--- src/rtl/text_typewriter_if.sv ---
// Letter-source / renderer bundle for text_typewriter: control pulses, source text and
// revealed text with progress status.
interface text_typewriter_if #(
    parameter int unsigned NUM_LETTERS = 10
);
    logic                     start;
    logic                     skip;
    logic                     startOfFrame;
    logic [5*NUM_LETTERS-1:0] letters_in;
    logic [5*NUM_LETTERS-1:0] letters_out;
    logic [3:0]               visible_count;
    logic                     busy;
    logic                     done;

    modport master (
        output start, skip, startOfFrame, letters_in,
        input  letters_out, visible_count, busy, done
    );

    modport slave (
        input  start, skip, startOfFrame, letters_in,
        output letters_out, visible_count, busy, done
    );
endinterface

--- src/rtl/text_typewriter.sv ---
// Typewriter reveal of a latched letter array, one letter per TICKS_PER_LETTER frames.
// Optional blinking cursor at the next position: define TEXT_TYPEWRITER_CURSOR_BLINK_EN.
module text_typewriter #(
    parameter int unsigned NUM_LETTERS      = 10,
    parameter int unsigned TICKS_PER_LETTER = 8,
    parameter logic [4:0]  BLANK_CODE       = 5'd0,
    parameter logic [4:0]  CURSOR_CODE      = 5'd31
) (
    input logic               clk,
    input logic               reset,
    text_typewriter_if.slave  bus
);

    typedef enum logic [1:0] {StIdle, StTyping, StDone} state_e;

    localparam logic [3:0] NumL    = 4'(NUM_LETTERS);
    localparam logic [7:0] TickMax = 8'(TICKS_PER_LETTER - 1);

    state_e                        state_q, state_d;
    logic [3:0]                    vis_q, vis_d;
    logic [7:0]                    tick_q, tick_d;
    logic [NUM_LETTERS-1:0][4:0]   text_q, text_d;
    logic [NUM_LETTERS-1:0][4:0]   out_q, out_d;
    logic                          busy_q, busy_d;
    logic                          done_q, done_d;
    logic                          cur_blank;
    logic                          adv;

`ifdef TEXT_TYPEWRITER_CURSOR_BLINK_EN
    logic [3:0] cursor_q, cursor_d;

    always_comb begin
        cursor_d = cursor_q;
        if (bus.start) begin
            cursor_d = 4'd0;
        end else if (bus.startOfFrame) begin
            cursor_d = cursor_q + 4'd1;
        end
    end
`endif

    always_comb begin
        cur_blank = 1'b0;
        for (int i = 0; i < int'(NUM_LETTERS); i++) begin
            if (4'(i) == vis_q && text_q[i] == BLANK_CODE) cur_blank = 1'b1;
        end
    end

    always_comb begin
        state_d = state_q;
        vis_d   = vis_q;
        tick_d  = tick_q;
        text_d  = text_q;
        done_d  = 1'b0;
        adv     = 1'b0;
        if (bus.start) begin
            text_d  = bus.letters_in;
            vis_d   = 4'd0;
            tick_d  = 8'd0;
            state_d = StTyping;
        end else if (state_q == StTyping) begin
            if (bus.skip) begin
                vis_d   = NumL;
                state_d = StDone;
                done_d  = 1'b1;
            end else begin
                // Spaces advance immediately; the frame pacer keeps running regardless.
                adv = cur_blank;
                if (bus.startOfFrame) begin
                    if (tick_q >= TickMax) begin
                        tick_d = 8'd0;
                        adv    = 1'b1;
                    end else begin
                        tick_d = tick_q + 8'd1;
                    end
                end
                if (adv) begin
                    if (vis_q >= NumL - 4'd1) begin
                        vis_d   = NumL;
                        state_d = StDone;
                        done_d  = 1'b1;
                    end else begin
                        vis_d = vis_q + 4'd1;
                    end
                end
            end
        end
        busy_d = (state_d == StTyping);
    end

    always_comb begin
        for (int i = 0; i < int'(NUM_LETTERS); i++) begin
            out_d[i] = (4'(i) < vis_q) ? text_q[i] : BLANK_CODE;
`ifdef TEXT_TYPEWRITER_CURSOR_BLINK_EN
            if (state_q == StTyping && 4'(i) == vis_q && cursor_q[3]) out_d[i] = CURSOR_CODE;
`endif
        end
    end

    always_ff @(posedge clk or posedge reset) begin
        if (reset) begin
            state_q <= StIdle;
            vis_q   <= 4'd0;
            tick_q  <= 8'd0;
            text_q  <= {NUM_LETTERS{BLANK_CODE}};
            out_q   <= {NUM_LETTERS{BLANK_CODE}};
            busy_q  <= 1'b0;
            done_q  <= 1'b0;
`ifdef TEXT_TYPEWRITER_CURSOR_BLINK_EN
            cursor_q <= 4'd0;
`endif
        end else begin
            state_q <= state_d;
            vis_q   <= vis_d;
            tick_q  <= tick_d;
            text_q  <= text_d;
            out_q   <= out_d;
            busy_q  <= busy_d;
            done_q  <= done_d;
`ifdef TEXT_TYPEWRITER_CURSOR_BLINK_EN
            cursor_q <= cursor_d;
`endif
        end
    end

    assign bus.letters_out   = out_q;
    assign bus.visible_count = vis_q;
    assign bus.busy          = busy_q;
    assign bus.done          = done_q;

endmodule

--- src/flat_wrapper.sv ---
// flat-port wrapper written by rule: the top's interface ports become plain ports
module text_typewriter_flat 
#(
    parameter int unsigned NUM_LETTERS      = 10,
    parameter int unsigned TICKS_PER_LETTER = 8,
    parameter logic [4:0]  BLANK_CODE       = 5'd0,
    parameter logic [4:0]  CURSOR_CODE      = 5'd31
)
  (clk, reset, bus_start, bus_skip, bus_startOfFrame, bus_letters_in, bus_letters_out, bus_visible_count, bus_busy, bus_done);
  text_typewriter_if #(.NUM_LETTERS(NUM_LETTERS)) bus_i ();
  input logic clk;
  input logic reset;
  input wire logic [$bits(bus_i.start)-1:0] bus_start;
  input wire logic [$bits(bus_i.skip)-1:0] bus_skip;
  input wire logic [$bits(bus_i.startOfFrame)-1:0] bus_startOfFrame;
  input wire logic [$bits(bus_i.letters_in)-1:0] bus_letters_in;
  output wire logic [$bits(bus_i.letters_out)-1:0] bus_letters_out;
  output wire logic [$bits(bus_i.visible_count)-1:0] bus_visible_count;
  output wire logic [$bits(bus_i.busy)-1:0] bus_busy;
  output wire logic [$bits(bus_i.done)-1:0] bus_done;
  assign bus_i.start = bus_start;
  assign bus_i.skip = bus_skip;
  assign bus_i.startOfFrame = bus_startOfFrame;
  assign bus_i.letters_in = bus_letters_in;
  assign bus_letters_out = bus_i.letters_out;
  assign bus_visible_count = bus_i.visible_count;
  assign bus_busy = bus_i.busy;
  assign bus_done = bus_i.done;
  text_typewriter #(.NUM_LETTERS(NUM_LETTERS), .TICKS_PER_LETTER(TICKS_PER_LETTER), .BLANK_CODE(BLANK_CODE), .CURSOR_CODE(CURSOR_CODE)) u_core (.clk(clk), .reset(reset), .bus(bus_i));
endmodule
--- config.mk ---
export PLATFORM = sky130hd
export DESIGN_NAME = text_typewriter_flat
export DESIGN_NICKNAME = d
export VERILOG_FILES = /design/src/rtl/text_typewriter_if.sv /design/src/rtl/text_typewriter.sv /design/src/flat_wrapper.sv
export SDC_FILE = /design/constraint.sdc
export NUM_CORES = 1
export LEC_CHECK = 0
export CORE_ASPECT_RATIO = 1.5
export CORE_MARGIN = 2
export CORE_UTILIZATION = 28
export DETAILED_ROUTE_END_ITERATION = 10
export GPL_ROUTABILITY_DRIVEN = 1
export PLACE_DENSITY_LB_ADDON = 0.08
export RECOVER_POWER = 25
export SYNTH_ARGS = -nofsm -noshare
export SYNTH_HDL_FRONTEND = slang
export SYNTH_SLANG_ARGS = --single-unit
--- constraint.sdc ---
create_clock -name clk -period 3.7 [get_ports clk]
set_clock_uncertainty 0.1 [all_clocks]
set_input_delay 0.74 -clock clk [delete_from_list [all_inputs] [get_ports clk]]
set_output_delay 0.74 -clock clk [all_outputs]
set_load 0.005 [all_outputs]
==> tab_implementation.tex, run 1 <==
\begin{tabular}{lr}
\hline
Metric & Value \\
\hline
\multicolumn{2}{l}{\textbf{Floorplan}} \\
Die area & 0.0171 sq mm \\
Core region area & 0.0157 sq mm \\
Effective utilization at floorplan & 28.6\% \\
Overall die width & 107 um \\
Y dimension of the die & 159 um \\
Number of standard-cell rows in the floorplan & 56 \\
Top-level port count & 111 \\
\multicolumn{2}{l}{\textbf{CTS}} \\
Buffer levels on the longest clock path & 2 \\
Total number of H-tree levels & 4 \\
Root buffer selected by CTS & clkbuf\_16 \\
Clock transition at the registers of the reported paths & 0.05 ns \\
Total of cells resized after clock tree synthesis & 0 \\
Clock tree from TritonCTS & yes \\
Number of buffers inserted for hold repair after clock tree synthesis & 0 \\
Post-CTS Repair Setup Buffers & 0 \\
Total CTS buffers & 17 \\
Clock sink total & 116 \\
Clock latency on the worst-skew pair & 0.40 ns \\
\multicolumn{2}{l}{\textbf{Synthesis}} \\
Syn avg cell area & 13.5 sq um \\
Main combinational cell family by area after synthesis & simple AND/OR/NAND/NOR gates \\
Synthesized instance count & 332 \\
Netlist Area Pre-Place & 0.00450 sq mm \\
Synthesis warning total & 0 \\
Mux contribution to synthesized area & 12.5\% \\
Nets in the synthesized netlist & 392 \\
Netlist cell types & 44 \\
Sequential area share after synthesis & 64.6\% \\
Post-synthesis share of cell area spent on full adders, half adders and majority gates & 1.39\% \\
Simple-gate area share of the yosys netlist & 15.5\% \\
Number of storage elements in the synthesis netlist & 116 \\
Xor/xnor cell area share of the yosys netlist & 0\% \\
Share of the synthesized area in compound gates (AO/OA/AOI/OAI) & 4.45\% \\
\multicolumn{2}{l}{\textbf{Setup path}} \\
Register-to-register path setup slack & 0.68 ns \\
Kind of start point of the critical path & flip-flop \\
Startpoint of the most critical register-to-register path & u\_core.bus.visible\_count[0] \\
Worst flop-to-flop path endpoint & u\_core.state\_q[0] \\
CP startpoint & u\_core.bus.visible\_count[0] \\
Endpoint class of the critical path & flip-flop \\
Reg2reg path depth & 8 \\
Data arrival time of the critical path & 3.19 ns \\
Worst-path maximum fanout & 9 \\
Worst Setup Path Type & flip-flop to flip-flop \\
Required arrival time at the worst endpoint & 3.88 ns \\
\multicolumn{2}{l}{\textbf{Timing}} \\
Final worst-path setup slack & 0.685 ns \\
Post-layout min period & 3.02 ns \\
Final setup violating endpoints & 0 \\
Worst slew margin & -17.7\% \\
Fraction of the cycle the final worst path needs & 81.5\% \\
Final Hold Viols & 0 \\
RSZ-0062 raised after global routing & false \\
Transition time of the tightest slew-check pin & 1.76 ns \\
Max frequency & 332 MHz \\
Number of pins exceeding their max-slew limit in the final report & 96 \\
Accumulated negative setup slack & 0 ns \\
\multicolumn{2}{l}{\textbf{Routing}} \\
Drt total wl & 10.8 mm \\
First-pass iteration count of the detailed router & 4 \\
Routed vias/inst & 4.46 \\
Residual DRC count & 0 \\
Number of antenna-violating nets in the routed design & 0 \\
Wire length per cell & 16.1 um \\
Iteration-0 DRC count of the detailed router & 104 \\
Total via count in the routed design & 2983 \\
\multicolumn{2}{l}{\textbf{Pwr}} \\
Internal cell power & 0.00255 W \\
Leakage Power & 2.72 nW \\
Power density over the cells & 520 mW/mm\^{}2 \\
Gate power share & 11.3\% \\
Max rail drop VDD & 0.250 mV \\
Portion of total power attributed to the clock network & 45.4\% \\
Switching share of total power & 23.1\% \\
Switching Power & 0.000768 W \\
Part of the power in registers & 43.3\% \\
\multicolumn{2}{l}{\textbf{GRT}} \\
Global-route wire length before repair & 17.1 mm \\
Overall overflow remaining after global route & 0 \\
Via count of the first global-routing pass & 3248 \\
Maximum number of pins on one net before global-route repair & 60 \\
All-Layer GR Usage & 13.3\% \\
Number of antenna violations at the first check in global routing & 0 \\
\multicolumn{2}{l}{\textbf{Layout}} \\
Area of the multi-input gates & 0.00152 sq mm \\
Total area of sequential cells & 0.00290 sq mm \\
Post-synthesis to final-layout area growth & 42.3\% \\
FILL cells & 1498 \\
\# diodes & 0 \\
Share of final-layout standard cells stronger than drive strength 1 & 19.5\% \\
Net count of the finished layout & 513 \\
\multicolumn{2}{l}{\textbf{Place}} \\
Quantity of I/O buffers inserted on ports & 110 \\
Post-Place Worst Slack & 0.682 ns \\
Gpl congestion & 0.769 \\
Half-perimeter wire length after detailed placement & 7.75 mm \\
\multicolumn{2}{l}{\textbf{Hold path}} \\
Hold Crit Endpoint & u\_core.bus.letters\_out[36] \\
Launch instance of the worst min-delay path & u\_core.text\_q[36] \\
Min-Delay Path Depth & 1 \\
Worst hold path type & flip-flop to flip-flop \\
\multicolumn{2}{l}{\textbf{Status}} \\
Outcome & finished with violations \\
Failing checks & capacitance limit, slew limit \\
\multicolumn{2}{l}{\textbf{Flow run}} \\
Max-capacitance violation count & 2 \\
\hline
\end{tabular}
sequential cells by signal, indices dropped and copies added, names as in the netlist:
signal / count
u_core.bus.letters_out: 50
u_core.text_q: 50
u_core.tick_q: 8
u_core.bus.visible_count: 4
u_core.state_q: 2
u_core.bus.busy: 1
u_core.bus.done: 1
logic make-up after synthesis:
kind of cell    count (synthesis)
buf+inv                        19
compound gates                 28
flops                         116
mux                            50
simple gates                  114
fa+ha+maj                       5
cell usage after synthesis, drive strengths merged:
cell	n	area, sq um
nor2b	35	219
clkinv	1	3.75
and4	1	8.76
a22o	2	17.5
or3b	1	8.76
o21ai	3	15.0
o221a	1	11.3
nand2	6	22.5
a221o	1	10.0
a31oi	1	6.26
mux2	50	563
o21a	1	7.51
a41oi	1	8.76
clkbuf	11	41.3
a22oi	2	15.0
nand3	1	5.00
nor3	9	45.0
o31ai	2	15.0
o21ba	2	20.0
or4	4	30.0
and4b	1	10.0
nor2	15	56.3
dfrtp	116	2900
nor4b	5	43.8
o21bai	1	7.51
nand3b	1	7.51
and2	10	62.6
inv	6	22.5
o31a	2	17.5
nand2b	5	31.3
or4b	2	23.8
ha	5	62.6
or2	2	12.5
a21oi	8	40.0
or2b	1	7.51
or3	1	6.26
o2bb2ai	1	8.76
nor4	7	50.1
and3	7	45.1
buf	1	3.75
final cells by class:
| type | instances | share of cell area [%] |
|---|---|---|
| Multi-Input combinational cell | 197 | 23.8 |
| Timing Repair Buffer | 114 | 17.9 |
| Clock inverter | 10 | 1.29 |
| Inverter | 7 | 0.430 |
| Sequential cell | 116 | 45.4 |
| Tap cell | 203 | 3.97 |
| Clock buffer | 22 | 7.26 |
how the worst max path moves through the flow:
stage                                  end  cells past startpoint
4_1_cts                  u_core.state_q[0]                      8
3_3_place_gp             u_core.state_q[0]                      8
5_1_grt                  u_core.state_q[0]                      8
3_5_place_dp             u_core.state_q[0]                      8
6_report                 u_core.state_q[0]                      8
2_1_floorplan  u_core.bus.visible_count[1]                      9
per-stage QoR:
stage | total power [W] | area [sq um] | util (%) | instances | hold WS, ns
3_3_place_gp | 0.00184 | 5860 | 37.3 | 637 | 0.388
2_1_floorplan | 0.00162 | 4500 | - | 332 | 0.365
3_5_place_dp | 0.00185 | 5860 | 37.3 | 637 | 0.393
4_1_cts | 0.00337 | 6410 | 40.8 | 669 | 0.406
6_report | 0.00332 | 6400 | 40.8 | 669 | 0.399
5_1_grt | 0.00347 | 6400 | 40.8 | 669 | 0.428
placed cells by master (no fill, tap or decap), drive strengths merged, types with 6 or more instances in the layout:
| cell | n |
|---|---|
| clkbuf | 25 |
| nor2 | 15 |
| clkdlybuf4s50 | 108 |
| and3 | 7 |
| mux2 | 50 |
| nor2b | 35 |
| a21oi | 8 |
| clkinv | 7 |
| nor3 | 9 |
| and2 | 10 |
| nor4 | 7 |
| nand2 | 6 |
| dfrtp | 116 |
per-layer routing:
metal	global-route usage (%)	wire length (um)
met1	14.7	4260
met2	24.0	5940
met3	3.64	459
met4	5.13	150
met5	0	0
critical path: stages, from the launching register on:
cell     delay (ns)
dfrtp_1        0.49
inv_1          0.16
ha_1           0.27
or4b_2         0.62
nor4_1         0.46
a221o_1        0.24
nor4_1         0.09
o21ba_2        0.25
o31a_1         0.23
power by group through the flow:
stage / sequential [W] / combinational, W / clock (W)
after detailed placement: 0.00146 / 0.000384 / 0
after global placement: 0.00146 / 0.000380 / 0
after CTS: 0.00144 / 0.000385 / 0.00154
after global routing: 0.00145 / 0.000410 / 0.00160
final: 0.00144 / 0.000374 / 0.00151
after floorplan: 0.00144 / 0.000174 / 0
No activity file was read; power rests on OpenSTA's default activity.
==> inputs of run 2 (changes only) <==
- clock period: 3.7 -> 2.7 ns (I/O delays scaled with it)
==> run 2 against run 1 <==
The run still ends with capacitance limit, slew limit left; via count up 0.74%; die area unchanged; non-clock buffer count rose by 8; sequential cell count stayed put; cell area grew 2.3%; routed wire length is 0.12% lower; core utilization grew 0.96 points; clock power increased by 62%.
==> tab_implementation.tex, run 2 (synthesis gave the netlist of run 1 again) <==
\begin{tabular}{lr}
\hline
Metric & Value \\
\hline
\multicolumn{2}{l}{\textbf{GRT}} \\
All-Layer GR Usage & 13.4\% (was 13.3\%) \\
Global-route wire length before repair & 17.5 mm (was 17.1 mm) \\
Maximum number of pins on one net before global-route repair & 117 (was 60) \\
Via count of the first global-routing pass & 3259 (was 3248) \\
Number of antenna violations at the first check in global routing & 0 (unchanged) \\
Overall overflow remaining after global route & 0 (unchanged) \\
\multicolumn{2}{l}{\textbf{CTS}} \\
Number of buffers inserted for hold repair after clock tree synthesis & 0 (unchanged) \\
Clock latency on the worst-skew pair & 0.40 ns (about the same) \\
Root buffer selected by CTS & clkbuf\_16 (unchanged) \\
Clock tree from TritonCTS & yes (unchanged) \\
Total CTS buffers & 17 (unchanged) \\
Clock transition at the registers of the reported paths & 0.06 ns (was 0.05 ns) \\
Total number of H-tree levels & 4 (unchanged) \\
Clock sink total & 116 (unchanged) \\
Post-CTS Repair Setup Buffers & 0 (unchanged) \\
Buffer levels on the longest clock path & 2 (unchanged) \\
\multicolumn{2}{l}{\textbf{Place}} \\
Quantity of I/O buffers inserted on ports & 110 (unchanged) \\
Gpl congestion & 0.773 (was 0.769) \\
Half-perimeter wire length after detailed placement & 7.72 mm (was 7.75 mm) \\
Number of placed instances with taps included & 645 (was 637) \\
\multicolumn{2}{l}{\textbf{Timing}} \\
Number of pins exceeding their max-slew limit in the final report & 117 (was 96) \\
Worst slew margin & -5.05\% (was -17.7\%) \\
Hold slack & 0.400 ns (was 0.399 ns) \\
RSZ-0062 raised after global routing & false (unchanged) \\
Final Hold Viols & 0 (unchanged) \\
Fraction of the cycle the final worst path needs & 93.9\% (was 81.5\%) \\
Final setup violating endpoints & 0 (unchanged) \\
Post-layout min period & 2.54 ns (was 3.02 ns) \\
Max frequency & 394 MHz (was 332 MHz) \\
Transition time of the tightest slew-check pin & 1.58 ns (was 1.76 ns) \\
\multicolumn{2}{l}{\textbf{Flow run}} \\
Max-capacitance violation count & 1 (was 2) \\
\multicolumn{2}{l}{\textbf{Pwr}} \\
Max rail drop VDD & 0.336 mV (was 0.250 mV) \\
Power density over the cells & 754 mW/mm\^{}2 (was 520 mW/mm\^{}2) \\
Leakage Power & 2.79 nW (was 2.72 nW) \\
\multicolumn{2}{l}{\textbf{Setup path}} \\
Kind of start point of the critical path & flip-flop (unchanged) \\
Worst-path maximum fanout & 4 (was 9) \\
Required arrival time at the worst endpoint & 2.88 ns (was 3.88 ns) \\
Endpoint class of the critical path & flip-flop (unchanged) \\
Startpoint of the most critical register-to-register path & u\_core.tick\_q[0] (was u\_core.bus.visible\_count[0]) \\
Register-to-register path setup slack & 0.16 ns (was 0.68 ns) \\
Reg2reg path depth & 7 (was 8) \\
Worst flop-to-flop path endpoint & u\_core.bus.visible\_count[1] (was u\_core.state\_q[0]) \\
Worst Setup Path Type & flip-flop to flip-flop (unchanged) \\
Data arrival time of the critical path & 2.72 ns (was 3.19 ns) \\
\multicolumn{2}{l}{\textbf{Floorplan}} \\
Die area & 0.0171 sq mm (unchanged) \\
Core region area & 0.0157 sq mm (unchanged) \\
Effective utilization at floorplan & 28.6\% (unchanged) \\
Overall die width & 107 um (unchanged) \\
Number of standard-cell rows in the floorplan & 56 (unchanged) \\
Y dimension of the die & 159 um (unchanged) \\
Top-level port count & 111 (unchanged) \\
\multicolumn{2}{l}{\textbf{Routing}} \\
Total met3 wirelength after detailed routing & 485 um (was 459 um) \\
Highest Signal Layer & met4 (unchanged) \\
Routed vias/inst & 4.44 (was 4.46) \\
Total met2 wirelength after detailed routing & 5.99 mm (was 5.94 mm) \\
Wire length per cell & 15.9 um (was 16.1 um) \\
Drt total wl & 10.8 mm (about the same) \\
Residual DRC count & 0 (unchanged) \\
First-pass iteration count of the detailed router & 6 (was 4) \\
Number of antenna-violating nets in the routed design & 0 (unchanged) \\
Iteration-0 DRC count of the detailed router & 88 (was 104) \\
Wl on met1 & 4.16 mm (was 4.26 mm) \\
Total via count in the routed design & 3005 (was 2983) \\
\multicolumn{2}{l}{\textbf{Layout}} \\
\# diodes & 0 (unchanged) \\
Highest-count cells in the layout ignoring fill and taps & 115 x dfrtp\_1, 109 x clkdlybuf4s50\_1, 50 x mux2\_2 (was 116 x dfrtp\_1, 108 x clkdlybuf4s50\_1, 50 x mux2\_2) \\
Filler-free cell count of the finished design & 677 (was 669) \\
Net count of the finished layout & 521 (was 513) \\
Share of final-layout standard cells stronger than drive strength 1 & 21.3\% (was 19.5\%) \\
Most common cell after layout, fill and taps aside & dfrtp\_1 (unchanged) \\
Post-synthesis to final-layout area growth & 45.6\% (was 42.3\%) \\
\multicolumn{2}{l}{\textbf{Hold path}} \\
Worst hold path type & flip-flop to flip-flop (unchanged) \\
Launch instance of the worst min-delay path & u\_core.text\_q[36] (unchanged) \\
Min-Delay Path Depth & 1 (unchanged) \\
Hold Crit Endpoint & u\_core.bus.letters\_out[36] (unchanged) \\
\multicolumn{2}{l}{\textbf{Status}} \\
Failing checks & capacitance limit, slew limit (unchanged) \\
Outcome & finished with violations (unchanged) \\
\hline
\end{tabular}
## run 2: changes by cell type in the layout (fill, tap and decap cells not counted), moves of 2 or more
cell | before | now
buf_4 | 0 | 7
bufinv_16 | 1 | 5
clkinv_2 | 6 | 3
buf_12 | 2 | 0
clkbuf_8 | 2 | 0
inv_6 | 0 | 2
## run 2: how the worst max path moves through the flow
stage	start	to	slack (ns)	depth (start not counted)
3_3_place_gp	u_core.bus.visible_count[0]	u_core.bus.visible_count[1]	0.008	8
3_5_place_dp	u_core.bus.visible_count[1]	u_core.bus.visible_count[1]	-0.09	8
6_report	u_core.tick_q[0]	u_core.bus.visible_count[1]	0.16	7
4_1_cts	u_core.bus.visible_count[1]	u_core.bus.visible_count[1]	0.008	8
2_1_floorplan	u_core.bus.visible_count[1]	u_core.bus.visible_count[1]	0.01	9
5_1_grt	u_core.tick_q[0]	u_core.bus.visible_count[1]	0.02	7
## run 2: through the flow
step	total power (W)	worst slack (ns)	instance area (sq um)	utilization, %	setup TNS [ns]
2_1_floorplan	0.00222	0.0124	4500	-	0
3_3_place_gp	0.00254	0.00813	5910	37.6	0
3_5_place_dp	0.00254	-0.0916	5910	37.6	-0.173
4_1_cts	0.00501	0.00812	6550	41.7	0
5_1_grt	0.00515	0.0173	6550	41.7	0
6_report	0.00493	0.165	6550	41.7	0
## run 2: cell type report
type | count | area, sq um
Fill cell | 1544 | 9150
Multi-Input combinational cell | 197 | 1550
Sequential cell | 116 | 2900
Clock buffer | 19 | 433
Clock inverter | 13 | 205
Timing Repair Buffer | 122 | 1170
Tap cell | 203 | 254
Inverter | 7 | 30.0
## run 2: what timing repair did
item / 4_1_cts / 5_1_grt
pin swaps: 0 / 2
setup endpoints to repair: 2 / 6
hold endpoints to repair: 0 / 0
resized for setup: 1 / 4
## run 2: worst max-delay path: stages, from the launching register on
cell and delay (ns):
dfrtp_1 0.40, ha_1 0.23, a21oi_1 0.16, nand2_1 0.13, a221o_1 0.38, or4b_4 0.56
o21ba_1 0.22, o221a_1 0.24
## run 2: routing by layer
metal	track usage [%]	vias to the layer above
met4	5.07	0
li1	-	1426
met2	23.9	72
met3	3.60	11
met5	0	-
met1	15.2	1496
## run 2: report_power, final
part,internal (W),switching (W),total [W]
registers,0.00188,0.0000794,0.00196
logic,0.000321,0.000209,0.000530
clock network,0.00164,0.000802,0.00244
==> inputs of run 3 (changes only) <==
- ABC_AREA: unset -> 0
- CORE_UTILIZATION: 28 -> 44
- MAX_ROUTING_LAYER: unset -> met4
==> run 3 against run 2 <==
The run still ends with capacitance limit, slew limit left; cell area decreased by 2.4%; clock-buffer cell count down 1; die area fell by 35%; global-route usage grew 6.3 points; non-clock buffer count decreased by 1; register-to-register slack got worse by 0.03 ns; worst setup slack got worse by 0.033 ns; core utilization up 22 points; power is 3.4% lower; critical endpoint unchanged.
==> tab_implementation.tex, run 3 (synthesis gave the netlist of run 1 again) <==
\begin{tabular}{lr}
\hline
Metric & Value \\
\hline
\multicolumn{2}{l}{\textbf{Status}} \\
Outcome & finished with violations (unchanged) \\
Failing checks & capacitance limit, slew limit (unchanged) \\
\multicolumn{2}{l}{\textbf{CTS}} \\
Total of cells resized after clock tree synthesis & 0 (was 1) \\
Buffer levels on the longest clock path & 2 (unchanged) \\
Total CTS buffers & 17 (unchanged) \\
Post-CTS Repair Setup Buffers & 0 (unchanged) \\
Clock sink total & 116 (unchanged) \\
Number of buffers inserted for hold repair after clock tree synthesis & 0 (unchanged) \\
Clock transition at the registers of the reported paths & 0.05 ns (was 0.06 ns) \\
Total number of H-tree levels & 4 (unchanged) \\
Root buffer selected by CTS & clkbuf\_16 (unchanged) \\
Clock latency on the worst-skew pair & 0.40 ns (about the same) \\
Clock tree from TritonCTS & yes (unchanged) \\
\multicolumn{2}{l}{\textbf{Layout}} \\
Post-synthesis to final-layout area growth & 42.1\% (was 45.6\%) \\
\# diodes & 0 (unchanged) \\
Highest-count cells in the layout ignoring fill and taps & 116 x dfrtp\_1, 108 x clkdlybuf4s50\_1, 50 x mux2\_2 (was 115 x dfrtp\_1, 109 x clkdlybuf4s50\_1, 50 x mux2\_2) \\
Net count of the finished layout & 520 (was 521) \\
Most common cell after layout, fill and taps aside & dfrtp\_1 (unchanged) \\
Final design area excluding fillers & 0.00639 sq mm (was 0.00655 sq mm) \\
Share of final-layout standard cells stronger than drive strength 1 & 21.1\% (was 21.3\%) \\
\multicolumn{2}{l}{\textbf{Floorplan}} \\
Top-level port count & 111 (unchanged) \\
Effective utilization at floorplan & 44.9\% (was 28.6\%) \\
Number of standard-cell rows in the floorplan & 45 (was 56) \\
Die area & 0.0111 sq mm (was 0.0171 sq mm) \\
Overall die width & 86.5 um (was 107 um) \\
Core region area & 0.0100 sq mm (was 0.0157 sq mm) \\
Y dimension of the die & 128 um (was 159 um) \\
\multicolumn{2}{l}{\textbf{Pwr}} \\
Max rail drop VDD & 0.562 mV (was 0.336 mV) \\
Power density over the cells & 746 mW/mm\^{}2 (was 754 mW/mm\^{}2) \\
Leakage Power & 2.76 nW (was 2.79 nW) \\
\multicolumn{2}{l}{\textbf{Timing}} \\
Final worst-path setup slack & 0.132 ns (was 0.165 ns) \\
Max frequency & 389 MHz (was 394 MHz) \\
Final setup violating endpoints & 0 (unchanged) \\
Final Hold Viols & 0 (unchanged) \\
Number of pins exceeding their max-slew limit in the final report & 177 (was 117) \\
Accumulated negative setup slack & 0 ns (unchanged) \\
Transition time of the tightest slew-check pin & 1.56 ns (was 1.58 ns) \\
Fraction of the cycle the final worst path needs & 95.1\% (was 93.9\%) \\
RSZ-0062 raised after global routing & false (unchanged) \\
Post-layout min period & 2.57 ns (was 2.54 ns) \\
Worst slew margin & -3.70\% (was -5.05\%) \\
\multicolumn{2}{l}{\textbf{Setup path}} \\
Required arrival time at the worst endpoint & 2.89 ns (was 2.88 ns) \\
Kind of start point of the critical path & flip-flop (unchanged) \\
CP delay by family, top & simple AND/OR/NAND/NOR gates (was compound AO/OA/AOI/OAI gates) \\
CP Buf/Inv Count & 1 (was 0) \\
Worst stage delay on the critical path & 0.61 ns (was 0.56 ns) \\
Worst Setup Path Type & flip-flop to flip-flop (unchanged) \\
Worst-path maximum fanout & 4 (unchanged) \\
Library cell contributing the largest single delay on the critical path & or4b\_2 (was or4b\_4) \\
Data arrival time of the critical path & 2.75 ns (was 2.72 ns) \\
Endpoint class of the critical path & flip-flop (unchanged) \\
Critical-path cell list & inv\_1 -> ha\_1 -> or4b\_2 -> nor4\_2 -> a221o\_1 -> or4b\_4 -> or2b\_1 -> o221a\_1 (was ha\_1 -> a21oi\_1 -> nand2\_1 -> a221o\_1 -> or4b\_4 -> o21ba\_1 -> o221a\_1) \\
\multicolumn{2}{l}{\textbf{Routing}} \\
Routed vias/inst & 5.12 (was 4.44) \\
Wire length per cell & 16.4 um (was 15.9 um) \\
Drt total wl & 9.71 mm (was 10.8 mm) \\
Residual DRC count & 0 (unchanged) \\
Total via count in the routed design & 3020 (was 3005) \\
Number of antenna-violating nets in the routed design & 0 (unchanged) \\
Iteration-0 DRC count of the detailed router & 128 (was 88) \\
First-pass iteration count of the detailed router & 4 (was 6) \\
\multicolumn{2}{l}{\textbf{Place}} \\
Quantity of I/O buffers inserted on ports & 110 (unchanged) \\
Post-Place Worst Slack & 0.0738 ns (was -0.0916 ns) \\
Gpl congestion & 0.804 (was 0.773) \\
Placed Instance Area & 0.00580 sq mm (was 0.00591 sq mm) \\
Half-perimeter wire length after detailed placement & 6.77 mm (was 7.72 mm) \\
\multicolumn{2}{l}{\textbf{GRT}} \\
Global-route wire length before repair & 15.8 mm (was 17.5 mm) \\
Overall overflow remaining after global route & 0 (unchanged) \\
Via count of the first global-routing pass & 3193 (was 3259) \\
Number of antenna violations at the first check in global routing & 0 (unchanged) \\
Met1 track demand over resource in global routing & 22.0\% (was 15.2\%) \\
Maximum number of pins on one net before global-route repair & 117 (unchanged) \\
Most Used Layer, Global Route & met2 (unchanged) \\
All-Layer GR Usage & 19.8\% (was 13.4\%) \\
Met2 Use GR & 33.6\% (was 23.9\%) \\
Met3 routing resource usage after global routing & 5.28\% (was 3.60\%) \\
\multicolumn{2}{l}{\textbf{Flow run}} \\
Max-capacitance violation count & 2 (was 1) \\
\multicolumn{2}{l}{\textbf{Hold path}} \\
Worst hold path type & flip-flop to flip-flop (unchanged) \\
\hline
\end{tabular}
## run 3: worst reg2reg max path, delay by kind of cell, from the launching register on
family,cells,cell delay [ns]
and+or+nand+nor,4,1.25
AOI/OAI and AO/OA,2,0.40
DFF,1,0.37
adders and majority gates,1,0.23
buffers and inverters,1,0.09
## run 3: power by group
part / total, W / internal (W) / switching (W) / leakage (nW)
clock network: 0.00228 / 0.00148 / 0.000796 / 0.290
registers: 0.00197 / 0.00188 / 0.0000825 / 1.47
logic: 0.000519 / 0.000316 / 0.000203 / 1.00
## run 3: final timing paths
check / slack, ns / cells after the start / end / from
max in group asynchronous: 0.42 / 3 / u_core.text_q[29] / reset
hold reg to reg: 0.41 / 1 / u_core.bus.letters_out[46] / u_core.text_q[46]
setup reg to reg: 0.13 / 8 / u_core.bus.visible_count[1] / u_core.bus.visible_count[0]
min in group asynchronous: 1.07 / 3 / u_core.text_q[34] / reset
setup / recovery: 0.13 / 8 / u_core.bus.visible_count[1] / u_core.bus.visible_count[0]
hold / removal: 0.41 / 1 / u_core.bus.letters_out[46] / u_core.text_q[46]
## run 3: per-layer routing
layer / up-vias / routed length, um / part of all wire [%]
li1: 1424 / - / -
met1: 1520 / 3820 / 39
met2: 63 / 5400 / 56
met3: 13 / 327 / 3.4
met4: 0 / 157 / 1.6
met5: - / 0 / 0
## run 3: cell type report
cell class,count,area [sq um]
Fill cell,826,3630
Sequential cell,116,2900
Multi-Input combinational cell,197,1530
Timing Repair Buffer,121,1160
Clock buffer,18,439
Clock inverter,14,178
Tap cell,117,146
Inverter,7,30.0
## run 3: metrics by stage
stage,utilization (%),hold WS [ns],power [W],instances
6_report,63.7,0.405,0.00477,590
5_1_grt,63.7,0.430,0.00496,590
4_1_cts,64.1,0.406,0.00484,590
3_5_place_dp,57.9,0.392,0.00253,558
3_3_place_gp,57.9,0.384,0.00252,558
2_1_floorplan,-,0.365,0.00222,332
